File: src/rtl/tpu_cmd_issuer.sv
`default_nettype none
// ============================================================================
// tpu_cmd_issuer : replays a small GEMM program buffer onto the control unit's
//                  command port, with credit-limited issue and retire tracking.
// Revision       : 1.0
// ============================================================================
module tpu_cmd_issuer #(
  parameter int ADDR_WIDTH           = 10,
  parameter int SYSTOLIC_ARRAY_WIDTH = 16,
  parameter int PROG_DEPTH           = 16,
  parameter int MAX_OUTSTANDING      = 4,
  localparam int PW                  = $clog2(PROG_DEPTH)
) (
  input  logic                  clk,
  input  logic                  rst,
  input  logic                  prog_wr_en,
  input  logic [PW-1:0]         prog_wr_addr,
  input  logic [7:0]            prog_len_m,
  input  logic [7:0]            prog_len_k,
  input  logic [7:0]            prog_len_n,
  input  logic [ADDR_WIDTH-1:0] prog_addr_a,
  input  logic [ADDR_WIDTH-1:0] prog_addr_b,
  input  logic [ADDR_WIDTH-1:0] prog_addr_c,
  input  logic [ADDR_WIDTH-1:0] prog_addr_d,
  input  logic                  start,
  input  logic [PW:0]           start_count,
  input  logic                  abort,
  output logic                  cmd_valid,
  output logic [63:0]           cmd_data,
  input  logic                  cmd_ready,
  input  logic                  done_irq,
  output logic                  issuer_busy,
  output logic                  all_done,
  output logic                  aborted,
  output logic [PW:0]           issued_count,
  output logic [PW:0]           completed_count,
  output logic [3:0]            outstanding,
  output logic                  err_bad_len,
  output logic                  err_spurious_done
);

  localparam int          PK      = 24 + 4 * ADDR_WIDTH;
  localparam logic [PW:0] DEPTH_N = (PW + 1)'(PROG_DEPTH);
  localparam logic [3:0]  MAX_O   = 4'(MAX_OUTSTANDING);
  localparam logic [8:0]  W_LIM   = 9'(SYSTOLIC_ARRAY_WIDTH);

  localparam logic [2:0] ST_IDLE  = 3'd0;
  localparam logic [2:0] ST_FETCH = 3'd1;
  localparam logic [2:0] ST_ISSUE = 3'd2;
  localparam logic [2:0] ST_DRAIN = 3'd3;
  localparam logic [2:0] ST_DONE  = 3'd4;

  logic [PK-1:0] prog_mem [PROG_DEPTH];

  logic [2:0]    state_q, state_d;
  logic [PW:0]   ptr_q, ptr_d;
  logic [PW:0]   n_q, n_d;
  logic [PK-1:0] cmd_q, cmd_d;
  logic [3:0]    outstanding_q, outstanding_d;
  logic [PW:0]   issued_q, issued_d;
  logic [PW:0]   completed_q, completed_d;
  logic          aborted_q, aborted_d;
  logic          abort_pend_q, abort_pend_d;
  logic          err_bad_len_q, err_bad_len_d;
  logic          err_spur_q, err_spur_d;

  logic [PK-1:0] entry;
  logic          entry_bad;
  logic          handshake;
  logic          done_ok;
  logic          abort_any;
  logic [3:0]    out_after_done;
  logic          room;

  function automatic logic len_bad(input logic [7:0] len);
    return (len == 8'd0) || ({1'b0, len} > W_LIM);
  endfunction

  // Program buffer holds the already-packed word; it is deliberately not reset.
  always_ff @(posedge clk) begin
    if (prog_wr_en && (state_q == ST_IDLE)) begin
      prog_mem[prog_wr_addr] <= {prog_addr_d, prog_addr_c, prog_addr_b, prog_addr_a,
                                 prog_len_n, prog_len_k, prog_len_m};
    end
  end

  assign entry          = prog_mem[ptr_q[PW-1:0]];
  assign entry_bad      = len_bad(entry[7:0]) || len_bad(entry[15:8]) || len_bad(entry[23:16]);
  assign handshake      = (state_q == ST_ISSUE) && cmd_ready;
  assign done_ok        = done_irq && (outstanding_q != 4'd0);
  assign abort_any      = abort_pend_q || abort;
  assign out_after_done = outstanding_q - {3'b000, done_ok};
  assign room           = out_after_done < MAX_O;

  always_ff @(posedge clk) begin
    if (rst) begin
      state_q       <= ST_IDLE;
      ptr_q         <= '0;
      n_q           <= '0;
      cmd_q         <= '0;
      outstanding_q <= '0;
      issued_q      <= '0;
      completed_q   <= '0;
      aborted_q     <= 1'b0;
      abort_pend_q  <= 1'b0;
      err_bad_len_q <= 1'b0;
      err_spur_q    <= 1'b0;
    end else begin
      state_q       <= state_d;
      ptr_q         <= ptr_d;
      n_q           <= n_d;
      cmd_q         <= cmd_d;
      outstanding_q <= outstanding_d;
      issued_q      <= issued_d;
      completed_q   <= completed_d;
      aborted_q     <= aborted_d;
      abort_pend_q  <= abort_pend_d;
      err_bad_len_q <= err_bad_len_d;
      err_spur_q    <= err_spur_d;
    end
  end

  always_comb begin
    state_d       = state_q;
    ptr_d         = ptr_q;
    n_d           = n_q;
    cmd_d         = cmd_q;
    aborted_d     = aborted_q;
    abort_pend_d  = abort_pend_q;
    err_bad_len_d = err_bad_len_q;
    if ((state_q != ST_IDLE) && abort) begin
      abort_pend_d = 1'b1;
    end
    case (state_q)
      ST_IDLE: begin
        if (start) begin
          n_d          = (start_count > DEPTH_N) ? DEPTH_N : start_count;
          ptr_d        = '0;
          aborted_d    = 1'b0;
          abort_pend_d = 1'b0;
          state_d      = (start_count == '0) ? ST_DRAIN : ST_FETCH;
        end
      end
      ST_FETCH: begin
        if (abort_any) begin
          aborted_d = 1'b1;
          state_d   = ST_DRAIN;
        end else if (ptr_q == n_q) begin
          state_d = ST_DRAIN;
        end else if (entry_bad) begin
          err_bad_len_d = 1'b1;
          ptr_d         = ptr_q + 1'b1;
        end else if (room) begin
          cmd_d   = entry;
          state_d = ST_ISSUE;
        end
      end
      ST_ISSUE: begin
        // An abort never cancels a command already presented on the port.
        if (cmd_ready) begin
          ptr_d = ptr_q + 1'b1;
          if (abort_any) begin
            aborted_d = 1'b1;
            state_d   = ST_DRAIN;
          end else begin
            state_d = ST_FETCH;
          end
        end
      end
      ST_DRAIN: begin
        if (abort) begin
          aborted_d = 1'b1;
        end
        if (outstanding_q == 4'd0) begin
          state_d = ST_DONE;
        end
      end
      ST_DONE: begin
        if (abort) begin
          aborted_d = 1'b1;
        end
        abort_pend_d = 1'b0;
        state_d      = ST_IDLE;
      end
      default: state_d = ST_IDLE;
    endcase
  end

  always_comb begin
    outstanding_d = outstanding_q + {3'b000, handshake} - {3'b000, done_ok};
    issued_d      = issued_q + {{PW{1'b0}}, handshake};
    completed_d   = completed_q + {{PW{1'b0}}, done_ok};
    err_spur_d    = err_spur_q || (done_irq && (outstanding_q == 4'd0));
    if ((state_q == ST_IDLE) && start) begin
      issued_d    = '0;
      completed_d = '0;
    end
  end

  always_comb begin
    cmd_valid   = (state_q == ST_ISSUE);
    issuer_busy = (state_q != ST_IDLE);
    all_done    = (state_q == ST_DONE);
  end

  assign cmd_data          = 64'(cmd_q);
  assign aborted           = aborted_q;
  assign issued_count      = issued_q;
  assign completed_count   = completed_q;
  assign outstanding       = outstanding_q;
  assign err_bad_len       = err_bad_len_q;
  assign err_spurious_done = err_spur_q;

endmodule
`default_nettype wire
File: config.mk
export PLATFORM = sky130hd
export DESIGN_NAME = tpu_cmd_issuer
export DESIGN_NICKNAME = d
export VERILOG_FILES = /design/src/rtl/tpu_cmd_issuer.sv
export SDC_FILE = /design/constraint.sdc
export NUM_CORES = 1
export LEC_CHECK = 0
export BUFFER_PORTS_ARGS = -buffer_cell sky130_fd_sc_hd__buf_2
export CORE_ASPECT_RATIO = 1.75
export CORE_MARGIN = 1.5
export CORE_UTILIZATION = 30
export DETAILED_ROUTE_END_ITERATION = 8
export MAX_ROUTING_LAYER = met4
export SLEW_MARGIN = 25
export SYNTH_ARGS = -nofsm -noshare
export SYNTH_HDL_FRONTEND = slang
export SYNTH_SLANG_ARGS = --single-unit
File: constraint.sdc
create_clock -name clk -period 13.45 [get_ports clk]
set_input_delay 0.6725 -clock clk [delete_from_list [all_inputs] [get_ports clk]]
set_output_delay 0.6725 -clock clk [all_outputs]
set_load 0.005 [all_outputs]
==> impl_metrics.py, run 1 <==
metrics = {
    "place": {
        "portBuffers": 163,
        "dpl.cell_count": 3873,
        "pre_cts_ws_ps": 8160,
        "dpl.hpwl_um": 55630,
        "routabilityCongestion": 0.7379,
        "dpl_cell_area_mm2": 0.04521,
    },
    "critical_path": {
        "slowest_delay_ps": 920,
        "critPathLaunchType": "flip-flop",
        "crit_type": "reg2reg",
        "slowest_stage": "dfxtp_4",
        "cp_cell_sequence": "buf_4 -> buf_6 -> mux4_2 -> a2111oi_0 -> a311o_1 -> nand4_1 -> mux2i_1 -> nand4b_1 -> buf_4 -> mux2i_1 -> nor2_1",
        "critical_path_arrival_ps": 5790,
        "endpoint_kind": "flip-flop",
        "crit_required_ps": 14020,
        "path_max_fanout": 80,
    },
    "drt": {
        "first_pass_iters": 5,
        "drt-vias-per-instance": 4.881,
        "wl_um": 101300,
        "drcViolationCount": 0,
        "drt-wirelength-per-cell_um": 24.81,
        "vias": 19934,
        "antenna_left": 0,
        "drt-initial-drc-count": 1736,
    },
    "power_and_ir_drop": {
        "clkPwrFrac_pct": 40.0,
        "leakage_nw": 15.64,
        "ir_worst_vdd_mv": 0.1191,
        "pwr-share-comb_pct": 7.3,
        "p_seq_share_pct": 52.7,
        "power_density_mw_per_mm2": 151.7,
        "switching_share_pct": 21.46,
        "internal_power_mw": 5.807,
        "power.switching_mw": 1.586,
        "p_total_mw": 7.393,
    },
    "yosys": {
        "netlist_area_mm2": 0.04206,
        "synth_area_per_cell_um2": 21.86,
        "yosysTopAreaCell": "edfxtp_1",
        "ys.flop_type": "edfxtp_1",
        "synth-seq-cells": 1123,
        "yosys-top-cells-area": "edfxtp_1 (73%), mux4_2 (14%), dfxtp_1 (4.7%)",
        "synth_fp_nets": 2017,
        "ys_types": 58,
        "async_flop_share_pct": 0,
        "ys_warn_count": 0,
        "synth_top_area_share_pct": 73.10,
        "synth-edff-count": 1024,
        "syn-instance-count": 1924,
        "yosysSeqAreaShare_pct": 77.81,
    },
    "floorplanning": {
        "initial_core_util_pct": 30.25,
        "fp.dieH_um": 498.4,
        "die_w_um": 286.1,
        "rows": 181,
        "die_area_mm2": 0.1426,
        "core-area_mm2": 0.1391,
        "ioPinCount": 164,
    },
    "clock_network": {
        "clkTransAtPathRegs_ps": 70,
        "cts_buffer_depth": 3,
        "cts_buffers": 104,
        "cts_htree_levels": 3,
        "cts_root_buf": "clkbuf_16",
        "cts_tree": "done",
        "cts_setup_buffers": 0,
        "clk_latency_ps": 700,
        "cts_resized": 0,
        "cts_num_sinks": 1123,
        "cts.hold.buffers_added": 0,
    },
    "layout": {
        "final_common_cell": "edfxtp_1",
        "layout_common_cells": "edfxtp_1 (1024), mux4_2 (269), buf_2 (162)",
        "utilization_pct": 35.05,
        "final_cells": 4084,
        "final_cell_area_mm2": 0.04874,
        "area_growth_pct": 15.88,
        "nNetsFinal": 2243,
        "drive_gt1_share_pct": 29.70,
    },
    "sta": {
        "grt_setup_unrepaired": "no",
        "fin_setup_tns_ps": 0,
        "slew_viol_final": 0,
        "slew_headroom_pct": 29.18,
        "max_freq_mhz": 191.6,
        "timing.hold.ws_ps": 212.7,
        "min_period_ps": 5219,
        "tightest_slew_ps": 1062,
        "setup-violations-final": 0,
        "setup_slack_ps": 8231,
        "skew_ps": 53.71,
        "hold_viol": 0,
        "finalCritPeriodShare_pct": 38.81,
    },
    "grt": {
        "grt.overflow.total": 0,
        "gr-usage-all-layers_pct": 14.55,
        "grt_pass1_wl_um": 146900,
        "grt_max_degree": 125,
        "antenna_found_initial": 27,
        "grt_pass1_vias": 21222,
    },
    "job": {
        "max_cap_violations": 0,
    },
    "min_path": {
        "min-delay-start": "start_count[3]",
        "hold_path.class": "in2reg",
    },
    "status": {
        "status": "completed",
    },
}
[power groups by stage]
stage	clock (mW)	sequential, mW	combinational (mW)
3_3_place_gp	0	3.97	0.532
5_1_grt	3.15	3.90	0.590
4_1_cts	3.03	3.89	0.552
3_5_place_dp	0	3.97	0.550
6_report	2.96	3.89	0.540
2_1_floorplan	0	3.96	0.387
[sequential cells by signal, indices dropped and copies added (netlist names), 3 cells and up, named ones only]
name	count
cmd_data	64
completed_count	5
issued_count	5
n_q	5
outstanding	4
prog_mem	1024
ptr_q	5
state_q	3
[synthesized netlist by cell type (all sizes together) (8+ instances only)]
| master | n |
|---|---|
| edfxtp | 1024 |
| a21oi | 24 |
| xnor2 | 10 |
| and3 | 9 |
| nor4 | 16 |
| nor2 | 101 |
| dfxtp | 99 |
| nand2 | 25 |
| and2 | 8 |
| mux2i | 67 |
| inv | 12 |
| buf | 43 |
| nor3 | 38 |
| nand3 | 11 |
| clkbuf | 49 |
| o21ai | 9 |
| mux4 | 269 |
| ha | 12 |
| a22oi | 19 |
[kinds of logic after synthesis]
logic type,after synthesis,synth area share (%)
AND/OR/NAND/NOR,235,2.644
multiplexers,336,16.00
AO/OA/AOI/OAI,94,1.556
buffers and inverters,106,1.231
adder cells (fa/ha/maj),13,0.4045
flip-flops,1123,77.81
XOR/XNOR,17,0.3540
[routing by layer]
metal  routed length [um]  vias up  track usage, %
li1                     -     8496               -
met1                41490    10727           17.44
met2                52630      569           25.08
met3                 5039      142           2.550
met4                 2168        0           4.069
met5                    0        -               -
[cell type report]
type                    instances  area [um2]
diodes                         15       37.54
clock buffers                 142        2907
clock inverters                53       554.3
fillers                     12870       90310
inverters                      14       55.05
multi-input cells             695        8931
flip-flops and latches       1123       32740
well taps                    1830        2290
repair buffers                212        1226
[final timing paths]
path	to	slack [ps]	depth (start not counted)
max	cmd_data[61]$_SDFFE_PP0P_	8230	11
min	n_q[3]$_SDFFE_PP0P_	210	2
max reg2reg	cmd_data[61]$_SDFFE_PP0P_	8230	11
min reg2reg	err_spurious_done$_SDFF_PP0_	480	2
[worst max-delay path: cells and delay by family (launching register included)]
kind	cells	cell delay, ps
mux	3	1160
buf+inv	3	1950
simple gates	3	330
compound gates	2	560
flops	1	920
(Power assumes the default switching activity.)
==> inputs of run 2 (changes only) <==
Clock period 13.45 ns to 5.1 ns, I/O delays scaled along.
==> impl_metrics.py, run 2 (same netlist as run 1, synthesis figures left out) <==
metrics = {
    "status": {
        "status": "completed",
    },
    "drt": {
        "vias": 20221,
        "drt-wirelength-per-cell_um": 24.09,
        "drt-vias-per-instance": 4.864,
        "wl_um": 100100,
        "m1WireLength_um": 41430,
        "drt-initial-drc-count": 1443,
        "routed.top_layer": "met4",
        "antenna_left": 0,
        "dr_wl_met3_um": 6078,
        "met2WireLength_um": 50250,
        "drcViolationCount": 0,
        "first_pass_iters": 5,
    },
    "grt": {
        "grt.overflow.total": 0,
        "antenna_found_initial": 14,
        "grt_pass1_wl_um": 146200,
        "gr-usage-all-layers_pct": 14.40,
        "grt_pass1_vias": 21357,
        "grt_max_degree": 67,
    },
    "sta": {
        "grt_setup_unrepaired": "no",
        "setup_slack_ps": 1058,
        "timing.hold.ws_ps": 104.0,
        "slew_headroom_pct": 30.28,
        "finalCritPeriodShare_pct": 79.25,
        "fin_setup_tns_ps": 0,
        "setup-violations-final": 0,
        "tightest_slew_ps": 1043,
        "skew_ps": 37.94,
        "hold_viol": 0,
        "max_freq_mhz": 247.4,
        "slew_viol_final": 0,
        "min_period_ps": 4042,
    },
    "clock_network": {
        "cts_buffers": 103,
        "clkTransAtPathRegs_ps": 70,
        "cts_num_sinks": 1123,
        "clk_latency_ps": 720,
        "cts_tree": "done",
        "cts_htree_levels": 3,
        "cts_buffer_depth": 3,
        "cts_resized": 0,
        "cts_root_buf": "clkbuf_16",
    },
    "job": {
        "max_cap_violations": 0,
    },
    "place": {
        "portBuffers": 163,
        "routabilityCongestion": 0.7501,
        "pre_cts_ws_ps": 1049,
        "dpl.cell_count": 3871,
        "dpl.hpwl_um": 54560,
    },
    "critical_path": {
        "critical_path_arrival_ps": 4600,
        "crit_family": "simple AND/OR/NAND/NOR gates",
        "path_max_fanout": 66,
        "crit_required_ps": 5650,
        "path_depth": 11,
        "slowest_stage": "dfxtp_4",
        "critPathLaunchType": "flip-flop",
        "cp_cell_sequence": "buf_4 -> nor3b_1 -> nor4_1 -> or4_1 -> o22ai_1 -> nand4b_1 -> mux2i_1 -> nand4b_1 -> buf_12 -> mux2i_1 -> nor2_1",
        "crit_buf_inv": 2,
        "crit_type": "reg2reg",
        "endpoint_kind": "flip-flop",
        "reg2regPathDepth": 11,
        "slowest_delay_ps": 980,
    },
    "layout": {
        "final_common_cell": "edfxtp_1",
        "largest_reg_flops": 1024,
        "area_growth_pct": 18.28,
        "fillCellCount": 12752,
        "layout_common_cells": "edfxtp_1 (1024), mux4_2 (269), buf_2 (162)",
        "largest-register": "prog_mem",
        "final_cells": 4157,
        "drive_gt1_share_pct": 28.31,
        "nNetsFinal": 2319,
    },
    "power_and_ir_drop": {
        "ir_worst_vdd_mv": 0.2947,
        "leakage_nw": 16.02,
        "p_total_mw": 19.61,
        "power_density_mw_per_mm2": 394.2,
    },
    "floorplanning": {
        "ioPinCount": 164,
        "die_area_mm2": 0.1426,
        "rows": 181,
        "initial_core_util_pct": 30.25,
        "die_w_um": 286.1,
        "fp.dieH_um": 498.4,
        "core-area_mm2": 0.1391,
    },
    "min_path": {
        "hold-path-cell-count": 5,
        "hold_path.class": "in2reg",
    },
}
[run 2: cell type report]
class / instances / area [um2] / area share (%)
clock inverters: 59 / 720.7 / 1.449
flip-flops and latches: 1123 / 32740 / 65.81
multi-input cells: 695 / 8950 / 17.99
well taps: 1830 / 2290 / 4.602
repair buffers: 289 / 2190 / 4.401
diodes: 13 / 32.53 / 0.06538
clock buffers: 134 / 2774 / 5.575
inverters: 14 / 55.05 / 0.1106
[run 2: final timing paths]
kind                       startpoint                   endpoint  slack (ps)
max                         flip-flop  cmd_data[31]$_SDFFE_PP0P_        1060
min                             start       aborted$_SDFFE_PP0P_         100
max reg2reg                 flip-flop  cmd_data[31]$_SDFFE_PP0P_        1060
min reg2reg  cmd_data[6]$_SDFFE_PP0P_   cmd_data[6]$_SDFFE_PP0P_         480
[run 2: metrics by stage]
stage                     util [%]  instance area [um2]
after global placement       32.67                45430
after global routing         35.78                49750
after floorplan                  -                42080
after CTS                    35.76                49720
after detailed placement     32.67                45430
final                        35.78                49750
[run 2: routing by layer]
| layer | vias up | track usage (%) |
|---|---|---|
| met3 | 150 | 2.532 |
| li1 | 8632 | - |
| met5 | - | - |
| met4 | 0 | 4.576 |
| met1 | 10791 | 18.18 |
| met2 | 648 | 23.54 |
[run 2: worst register-to-register path: cells and delay by family, from the launching register on]
family,cells,cell delay (ps)
compound gates,1,460
flops,1,980
simple gates,6,1240
mux,2,520
buf+inv,2,700
[run 2: what timing repair did]
action,4_1_cts,5_1_grt
endpoints found under the setup margin,0,0
buffers inserted,0,0
endpoints found under the hold margin,1056,0
hold buffers,80,0
[run 2: where the power goes]
part	leakage, nW	internal [mW]	switching (mW)
Sequential	10.0	10.2	0.0873
Combinational	4.29	0.722	0.774
Clock	1.70	4.40	3.45
